--- src/rtl/muldiv_if.sv ---
// Request/response bundle between the core and the iterative RV32M multiply/divide unit.
interface muldiv_if #(
  parameter int DATA_WIDTH    = 32,
  parameter int ADDRESS_WIDTH = 5
) ();
  logic                     start;
  logic [2:0]               op;
  logic [DATA_WIDTH-1:0]    rs1_val;
  logic [DATA_WIDTH-1:0]    rs2_val;
  logic [ADDRESS_WIDTH-1:0] rd_in;
  logic                     busy;
  logic                     done;
  logic [DATA_WIDTH-1:0]    result;
  logic [ADDRESS_WIDTH-1:0] rd_out;
  logic                     wb_en;

  modport master (
    output start, op, rs1_val, rs2_val, rd_in,
    input  busy, done, result, rd_out, wb_en
  );

  modport slave (
    input  start, op, rs1_val, rs2_val, rd_in,
    output busy, done, result, rd_out, wb_en
  );
endinterface

--- src/rtl/muldiv_unit.sv ---
// Iterative RV32M multiply/divide unit: shift-add multiply, restoring divide, one bit per cycle.
// Optional MULDIV_EARLY_OUT_EN: divide-by-zero and signed overflow skip the iteration phase.
module muldiv_unit #(
  parameter int DATA_WIDTH    = 32,
  parameter int ADDRESS_WIDTH = 5
) (
  input logic     clk,
  input logic     rst,
  muldiv_if.slave bus
);
  localparam int W  = DATA_WIDTH;
  localparam int CW = $clog2(DATA_WIDTH);
  localparam logic [W-1:0] MIN_NEG = {1'b1, {(W-1){1'b0}}};

  typedef enum logic [1:0] {IDLE, CALC, FIN, DONE} state_t;

  state_t                   state, state_next;
  logic [CW-1:0]            cnt;
  logic [2:0]               op_p0;
  logic [ADDRESS_WIDTH-1:0] rd_p0;
  logic [W-1:0]             opnd_p0;
  logic [2*W-1:0]           acc_p0;
  logic                     neg_p0;
  logic                     special_p0;
  logic [W-1:0]             special_val_p0;
  logic [W-1:0]             result_q;
  logic [ADDRESS_WIDTH-1:0] rd_out_q;

  function automatic logic [W-1:0] cond_neg_w(input logic [W-1:0] x, input logic neg);
    return neg ? (~x + 1'b1) : x;
  endfunction

  function automatic logic [2*W-1:0] cond_neg_2w(input logic [2*W-1:0] x, input logic neg);
    return neg ? (~x + 1'b1) : x;
  endfunction

  logic         a_signed, b_signed, a_neg, b_neg, is_div, is_rem, div_zero, div_ovf;
  logic [W-1:0] a_mag, b_mag, spec_val;

  always_comb begin
    a_signed = (bus.op == 3'b001) || (bus.op == 3'b010) || (bus.op == 3'b100) || (bus.op == 3'b110);
    b_signed = (bus.op == 3'b001) || (bus.op == 3'b100) || (bus.op == 3'b110);
    a_neg    = a_signed & bus.rs1_val[W-1];
    b_neg    = b_signed & bus.rs2_val[W-1];
    a_mag    = cond_neg_w(bus.rs1_val, a_neg);
    b_mag    = cond_neg_w(bus.rs2_val, b_neg);
    is_div   = bus.op[2];
    is_rem   = bus.op[2] & bus.op[1];
    div_zero = is_div && (bus.rs2_val == '0);
    div_ovf  = is_div && !bus.op[0] && (bus.rs1_val == MIN_NEG) && (bus.rs2_val == '1);
    if (div_zero) spec_val = bus.op[1] ? bus.rs1_val : '1;
    else          spec_val = bus.op[1] ? '0 : MIN_NEG;
  end

  // Iteration step: multiply adds the multiplicand into the high half and shifts right;
  // divide shifts the partial remainder left and restores when the trial subtract underflows.
  logic [W:0]     mul_sum, div_shift;
  logic [W-1:0]   div_diff, rem_next;
  logic           div_ge;
  logic [2*W-1:0] step;

  always_comb begin
    mul_sum   = {1'b0, acc_p0[2*W-1:W]} + {1'b0, opnd_p0 & {W{acc_p0[0]}}};
    div_shift = {acc_p0[2*W-1:W], acc_p0[W-1]};
    div_ge    = div_shift >= {1'b0, opnd_p0};
    div_diff  = div_shift[W-1:0] - opnd_p0;
    rem_next  = div_ge ? div_diff : div_shift[W-1:0];
    step      = op_p0[2] ? {rem_next, acc_p0[W-2:0], div_ge} : {mul_sum, acc_p0[W-1:1]};
  end

  logic [2*W-1:0] prod;
  logic [W-1:0]   fin_val;

  always_comb begin
    prod = cond_neg_2w(acc_p0, neg_p0);
    case (op_p0)
      3'b000:         fin_val = prod[W-1:0];
      3'b100, 3'b101: fin_val = cond_neg_w(acc_p0[W-1:0], neg_p0);
      3'b110, 3'b111: fin_val = cond_neg_w(acc_p0[2*W-1:W], neg_p0);
      default:        fin_val = prod[2*W-1:W];
    endcase
    if (special_p0) fin_val = special_val_p0;
  end

  always_comb begin
    state_next = state;
    case (state)
      IDLE: if (bus.start) state_next = CALC;
      CALC: begin
`ifdef MULDIV_EARLY_OUT_EN
        if (special_p0 || cnt == CW'(W-1)) state_next = FIN;
`else
        if (cnt == CW'(W-1)) state_next = FIN;
`endif
      end
      FIN:     state_next = DONE;
      DONE:    state_next = IDLE;
      default: state_next = IDLE;
    endcase
  end

  always_ff @(posedge clk) begin
    if (rst) begin
      state    <= IDLE;
      cnt      <= '0;
      result_q <= '0;
      rd_out_q <= '0;
    end else begin
      state <= state_next;
      if (state == CALC) cnt <= cnt + 1'b1;
      else               cnt <= '0;
      if (state == FIN) begin
        result_q <= fin_val;
        rd_out_q <= rd_p0;
      end
    end
  end

  // Acceptance stage: operands reduced to magnitudes, result sign and forced value captured.
  always_ff @(posedge clk) begin
    if (state == IDLE && bus.start) begin
      op_p0          <= bus.op;
      rd_p0          <= bus.rd_in;
      opnd_p0        <= is_div ? b_mag : a_mag;
      acc_p0         <= {{W{1'b0}}, (is_div ? a_mag : b_mag)};
      neg_p0         <= is_rem ? a_neg : (a_neg ^ b_neg);
      special_p0     <= div_zero | div_ovf;
      special_val_p0 <= spec_val;
    end else if (state == CALC) begin
      acc_p0 <= step;
    end
  end

  assign bus.busy   = (state != IDLE);
  assign bus.done   = (state == DONE);
  assign bus.wb_en  = (state == DONE) && (rd_out_q != '0);
  assign bus.result = result_q;
  assign bus.rd_out = rd_out_q;
endmodule

--- src/flat_wrapper.sv ---
// flat-port wrapper written by rule: the top's interface ports become plain ports
module muldiv_unit_flat 
#(
  parameter int DATA_WIDTH    = 32,
  parameter int ADDRESS_WIDTH = 5
)
  (clk, rst, bus_start, bus_op, bus_rs1_val, bus_rs2_val, bus_rd_in, bus_busy, bus_done, bus_result, bus_rd_out, bus_wb_en);
  muldiv_if #(.DATA_WIDTH(DATA_WIDTH), .ADDRESS_WIDTH(ADDRESS_WIDTH)) bus_i ();
  input logic clk;
  input logic rst;
  input wire logic [$bits(bus_i.start)-1:0] bus_start;
  input wire logic [$bits(bus_i.op)-1:0] bus_op;
  input wire logic [$bits(bus_i.rs1_val)-1:0] bus_rs1_val;
  input wire logic [$bits(bus_i.rs2_val)-1:0] bus_rs2_val;
  input wire logic [$bits(bus_i.rd_in)-1:0] bus_rd_in;
  output wire logic [$bits(bus_i.busy)-1:0] bus_busy;
  output wire logic [$bits(bus_i.done)-1:0] bus_done;
  output wire logic [$bits(bus_i.result)-1:0] bus_result;
  output wire logic [$bits(bus_i.rd_out)-1:0] bus_rd_out;
  output wire logic [$bits(bus_i.wb_en)-1:0] bus_wb_en;
  assign bus_i.start = bus_start;
  assign bus_i.op = bus_op;
  assign bus_i.rs1_val = bus_rs1_val;
  assign bus_i.rs2_val = bus_rs2_val;
  assign bus_i.rd_in = bus_rd_in;
  assign bus_busy = bus_i.busy;
  assign bus_done = bus_i.done;
  assign bus_result = bus_i.result;
  assign bus_rd_out = bus_i.rd_out;
  assign bus_wb_en = bus_i.wb_en;
  muldiv_unit #(.DATA_WIDTH(DATA_WIDTH), .ADDRESS_WIDTH(ADDRESS_WIDTH)) u_core (.clk(clk), .rst(rst), .bus(bus_i));
endmodule
--- config.mk ---
export PLATFORM = sky130hd
export DESIGN_NAME = muldiv_unit_flat
export DESIGN_NICKNAME = d
export VERILOG_FILES = /design/src/rtl/muldiv_if.sv /design/src/rtl/muldiv_unit.sv /design/src/flat_wrapper.sv
export SDC_FILE = /design/constraint.sdc
export NUM_CORES = 1
export LEC_CHECK = 0
export BUFFER_PORTS_ARGS = -buffer_cell sky130_fd_sc_hd__clkbuf_2
export CORE_MARGIN = 3
export CORE_UTILIZATION = 40
export CTS_BUF_LIST = sky130_fd_sc_hd__clkbuf_2 sky130_fd_sc_hd__clkbuf_4 sky130_fd_sc_hd__clkbuf_8
export DETAILED_ROUTE_END_ITERATION = 8
export GPL_TIMING_DRIVEN = 0
export SETUP_SLACK_MARGIN = 0.15
export SLEW_MARGIN = 20
export SYNTH_ARGS = -nofsm -noshare
export SYNTH_HDL_FRONTEND = slang
export SYNTH_SLANG_ARGS = --single-unit
--- constraint.sdc ---
create_clock -name clk -period 7.21 [get_ports clk]
set_clock_uncertainty 0.1 [all_clocks]
set_input_delay 0.721 -clock clk [delete_from_list [all_inputs] [get_ports clk]]
set_output_delay 0.721 -clock clk [all_outputs]
set_load 0.005 [all_outputs]
### After elaboration in Yosys (flattened, before gate mapping)

Index checks and enable logic that the tools add are counted.

| storage, ports and cells | value |
|---|---|
| word-level logic and storage cells | 91 |
| bits of input ports | 75 |
| register bits after elaboration | 182 |
| output and inout bits | 40 |

| cells by class | value |
|---|---|
| $add $sub $neg | 8 |
| magnitude comparators | 1 |
| reductions and logical operators | 22 |
| muxes and demuxes | 20 |
| bitwise gates (word level) | 12 |
| equal/unequal tests | 16 |

Operators with widths:

| cell | count |
|---|---|
| 32-bit two-way mux | 13 |
| 32-bit by 1-bit adder with 32-bit output (second input constant) | 4 |
| 64-bit two-way mux | 2 |
| 32-bit inverter | 4 |
| 32-bit case mux with 3 select lines | 1 |
| 64-bit by 1-bit adder with 64-bit output (second input constant) | 1 |
| 32-bit equality test (second input constant) | 2 |
| 64-bit inverter | 1 |
| 32-bit by 32-bit adder with 33-bit output | 1 |
| 33-bit by 32-bit greater-or-equal comparator with 1-bit output | 1 |
| 32-bit bitwise AND | 1 |
| 32-bit logical NOT | 1 |
| 32-bit subtractor | 1 |
| 3-bit equality test (second input constant) | 6 |
| 2-bit case mux with 4 select lines | 1 |
| 1-bit logical AND | 6 |
| 2-bit OR reduction | 3 |
| 5-bit by 1-bit adder with 5-bit output (second input constant) | 1 |
| 5-bit equality test (second input constant) | 1 |
| 1-bit logical OR | 5 |
| 5-bit nonzero test | 1 |
| 2-bit equality test (second input constant) | 2 |
| 2-bit two-way mux | 2 |
| 2-bit nonzero test | 2 |
| 14 further kinds | 16 |

### Depth between registers and ports, before layout

| logic depth | value |
|---|---|
| depth after elaboration | 8 |
| depth in mapped cells | 15 |
| gate-level depth less buffers | 14 |

### Least setup slack after synthesis

Ideal clock, no wire load.

| timing | value |
|---|---|
| path type | input -> register |
| start | in bus_start |
| end | reg u_core.neg_p0, enable pin |
| path slack | 3.293 ns |
| data required time | 6.643 ns |
| arrival | 3.350 ns |
| setup time | 0.467 ns |
| buffers on the path | 2 |
| stages on the path | 4 |
| cells stage by stage | nand2_1 -> inv_1 -> clkbuf_1 -> clkbuf_1 |

| between the ends | value |
|---|---|
| word-level cells in the longest chain between the ends | 1 |

RTL lines:

| item | RTL line | text |
|---|---|---|
| start: declaration | flat_wrapper.sv:11 | `input wire logic [$bits(bus_i.start)-1:0] bus_start;` |
| 1-bit logical AND | muldiv_unit.sv:121 | `if (state == IDLE && bus.start) begin` |
| end signal: assignment | muldiv_unit.sv:126 | `neg_p0 <= is_rem ? a_neg : (a_neg ^ b_neg);` |
| end: declaration | muldiv_unit.sv:23 | `logic neg_p0;` |

Every way passes these cells.
A chain may end at the register's enable or synchronous reset.

### Final worst setup path

| timing | value |
|---|---|
| start | reg u_core.acc_p0[32] |
| end | reg u_core.acc_p0[48] |

| between the ends | value |
|---|---|
| word-level cells in the longest chain between the ends | 3 |
| elaborated cells between the ends (all ways) | 5 |
| classes of those cells | add/sub (2); order compare (1); mux (2) |

RTL lines:

| item | RTL line | text |
|---|---|---|
| start: declaration | muldiv_unit.sv:22 | `logic [2*W-1:0] acc_p0;` |
| start signal: assignment | muldiv_unit.sv:125 | `acc_p0 <= {{W{1'b0}}, (is_div ? a_mag : b_mag)};` |
| start signal: assignment | muldiv_unit.sv:130 | `acc_p0 <= step;` |
| 32-bit subtractor / 33-bit by 32-bit greater-or-equal comparator with 1-bit output (equally long branches) | muldiv_unit.sv:66, muldiv_unit.sv:65 |  |
| 32-bit two-way mux | muldiv_unit.sv:67 | `rem_next = div_ge ? div_diff : div_shift[W-1:0];` |
| 64-bit two-way mux * | muldiv_unit.sv:68 | `step = op_p0[2] ? {rem_next, acc_p0[W-2:0], div_ge} : {mul_sum, acc_p0[W-1:1]};` |

Every way passes the cells marked *; elsewhere a longest branch is shown, timed or not.

==> out/results.ini <==
[job]
drv_cap = 0

[synth]
syn_nets = 2071
postSynth.asyncResetShare = 0
synthFlopType = edfxtp_1
syn_inst = 1918
ys_warn_count = 0
synth_edf_count = 106
ys_types = 72
seq_area_frac_synth = 0.301
synth-seq-cells = 182
synth_area_per_cell_um2 = 8.14
syn_area_um2 = 15600

[floorplanning]
core_area_um2 = 38000
die_h_um = 204
num_rows = 71
die_width_um = 204
start_util = 0.410
pin_count = 115
die-area_um2 = 41400

[detailed_routing]
ant_nets = 0
drt_first_pass_iters = 6
wl_per_cell_um = 24.2
vias_per_cell = 6.04
drt-total-wl_um = 62400
drt-initial-drc-count = 1834
drc = 0
num_vias = 15600

[cells_and_area]
fin_cells = 2576
syn2layout_area_growth_pct = 10.6
layout_common_cells = a21oi_1 (198), nand2_1 (163), nor2_1 (155)
layout.area.seq_um2 = 4700
fillCellCount = 3936
layout_commonest_cell = a21oi_1
diodes = 0
drive_gt1_frac = 0.0935
nets = 2205
multi_input_area_um2 = 9990

[worst_hold_path]
hold_class = in -> reg

[clock_tree]
ctsHoldBuffers = 0
post_cts_buffers = 0
root_buffer = clkbuf_8
clk_latency_ns = 0.52
cts_sinks = 182
h-tree-depth = 4
postCtsResizedCells = 0
tritoncts = built
cts_buffers = 17
cts_max_path_buffers = 2
clk_pin_slew_ns = 0.11

[worst_setup_path]
cp_top_family = compound AO/OA/AOI/OAI gates
max_stage_delay_ns = 0.73
timing.critical_path.buf_inv = 2
cp_max_fo = 10
cp-end-kind = flip-flop
worst-setup-path-type = reg -> reg
crit_path_cell_trace = ha_1 > nor2b_1 > o211ai_1 > a21oi_1 > a41oi_1 > a311oi_1 > o21ai_1 > nand2_1 > buf_2 > buf_2 > o22ai_1 > a31oi_1 > a21oi_1
start_kind = flip-flop
rrSetupSlack_ns = 2.67
worstPathRequired_ns = 7.50
cp_slowest_cell = a311oi_1
worstPathArrival_ns = 4.83

[sta]
setup_ws_ns = 2.67
slew_viol_final = 0
period_needed_ns = 4.54
tns_ns = 0
worstMarginPinSlew_ns = 1.00
setup_viol = 0
slew_headroom = 0.324
fmaxAchievable_mhz = 220
whs_ns = 0.274
hold_viol_final = 0
rsz0062_at_grt = false
period_share = 0.630

[place]
place_ws_ns = 2.85
gp_congestion = 1.04
dpl.hpwl_um = 50300
portBuffers = 114
dp.cells = 2544

[global_route]
grt_pass1_wl_um = 92500
grt_max_degree = 52
track_usage = 0.295
grt_pass1_vias = 14700
overflow = 0
antenna_found_initial = 1

[power_and_ir_drop]
p_leak_nw = 6.94
finalPower_w = 0.00751
ir_drop_v = 0.000157
powerDensity_nw_per_um2 = 435

[status]
status = complete, no violations

## report_power, final
| part | internal [W] | switching (W) | total (W) | leakage, nW |
|---|---|---|---|---|
| sequential | 0.00157 | 0.000432 | 0.00200 | 1.65 |
| clock | 0.000295 | 0.000455 | 0.000750 | 0.212 |
| combinational | 0.00168 | 0.00307 | 0.00475 | 5.08 |
| total | 0.00355 | 0.00396 | 0.00751 | 6.94 |
## cell usage after synthesis, types with 33 or more instances
library cell | n | area (um2)
mux2i_1 | 97 | 971
clkbuf_1 | 99 | 372
nand3_1 | 35 | 175
nor2_1 | 155 | 582
o21ai_0 | 134 | 671
xor2_1 | 62 | 543
edfxtp_1 | 106 | 3180
nor3_1 | 41 | 205
dfxtp_1 | 76 | 1520
inv_1 | 110 | 413
ha_1 | 76 | 951
nand2_1 | 163 | 612
a21oi_1 | 198 | 991
a21o_1 | 33 | 248
xnor2_1 | 117 | 1020
## flip-flops by register name, summed over array words and instances (netlist names)
signal                 count
u_core.special_val_p0     32
u_core.op_p0               3
u_core.acc_p0             64
u_core.bus.result         32
u_core.neg_p0              1
u_core.state               2
u_core.special_p0          1
u_core.opnd_p0            32
u_core.rd_p0               5
u_core.bus.rd_out          5
u_core.cnt                 5
## per-stage QoR
step,utilization,instance area (um2)
floorplan,-,15600
global placement,0.442,16800
detailed placement,0.443,16800
CTS,0.454,17300
global route,0.454,17300
finish,0.454,17300
## cell families (layout without fill, tap and decap cells)
logic type / after synthesis / in the layout / share of synthesized area
AND/OR/NAND/NOR: 531 / 531 / 0.162
AO/OA/AOI/OAI: 602 / 602 / 0.241
buffers and inverters: 235 / 382 / 0.0582
multiplexers: 111 / 111 / 0.0730
XOR/XNOR: 179 / 179 / 0.100
adder cells (fa/ha/maj): 78 / 78 / 0.0635
flip-flops: 182 / 182 / 0.301
## layout make-up
type	count	area share
Buffer	124	0.0287
Inverter	111	0.0241
Multi-Input combinational cell	1501	0.579
Clock buffer	17	0.0136
Tap cell	511	0.0370
Timing Repair Buffer	115	0.0347
Clock inverter	15	0.0105
Sequential cell	182	0.273
## per-layer routing
layer  part of all wire  vias up  GRT usage
met5            0.00021        -          0
met4              0.038        2      0.109
met3              0.076      109     0.0412
met2               0.45      692      0.463
met1               0.44     7431      0.414
li1                   -     7325          -
## worst register-to-register path, delay by kind of cell, from the launching register on
family,cells,cell delay [ns]
compound gates,8,2.18
fa+ha+maj,1,0.24
buf+inv,2,0.72
flops,1,0.67
simple gates,2,0.49
## path summary, 6_finish.rpt
kind         depth (start not counted)                              to                      startpoint
max                                 13  u_core.acc_p0[48]$_SDFFE_PP0P_  u_core.acc_p0[32]$_SDFFE_PP0P_
min                                  1       u_core.rd_p0[3]$_DFFE_PP_                    bus_rd_in[3]
min reg2reg                          1        u_core.cnt[0]$_SDFF_PP0_        u_core.cnt[0]$_SDFF_PP0_
max reg2reg                         13  u_core.acc_p0[48]$_SDFFE_PP0P_  u_core.acc_p0[32]$_SDFFE_PP0P_
Note: power is estimated with default switching activity, not from simulation.
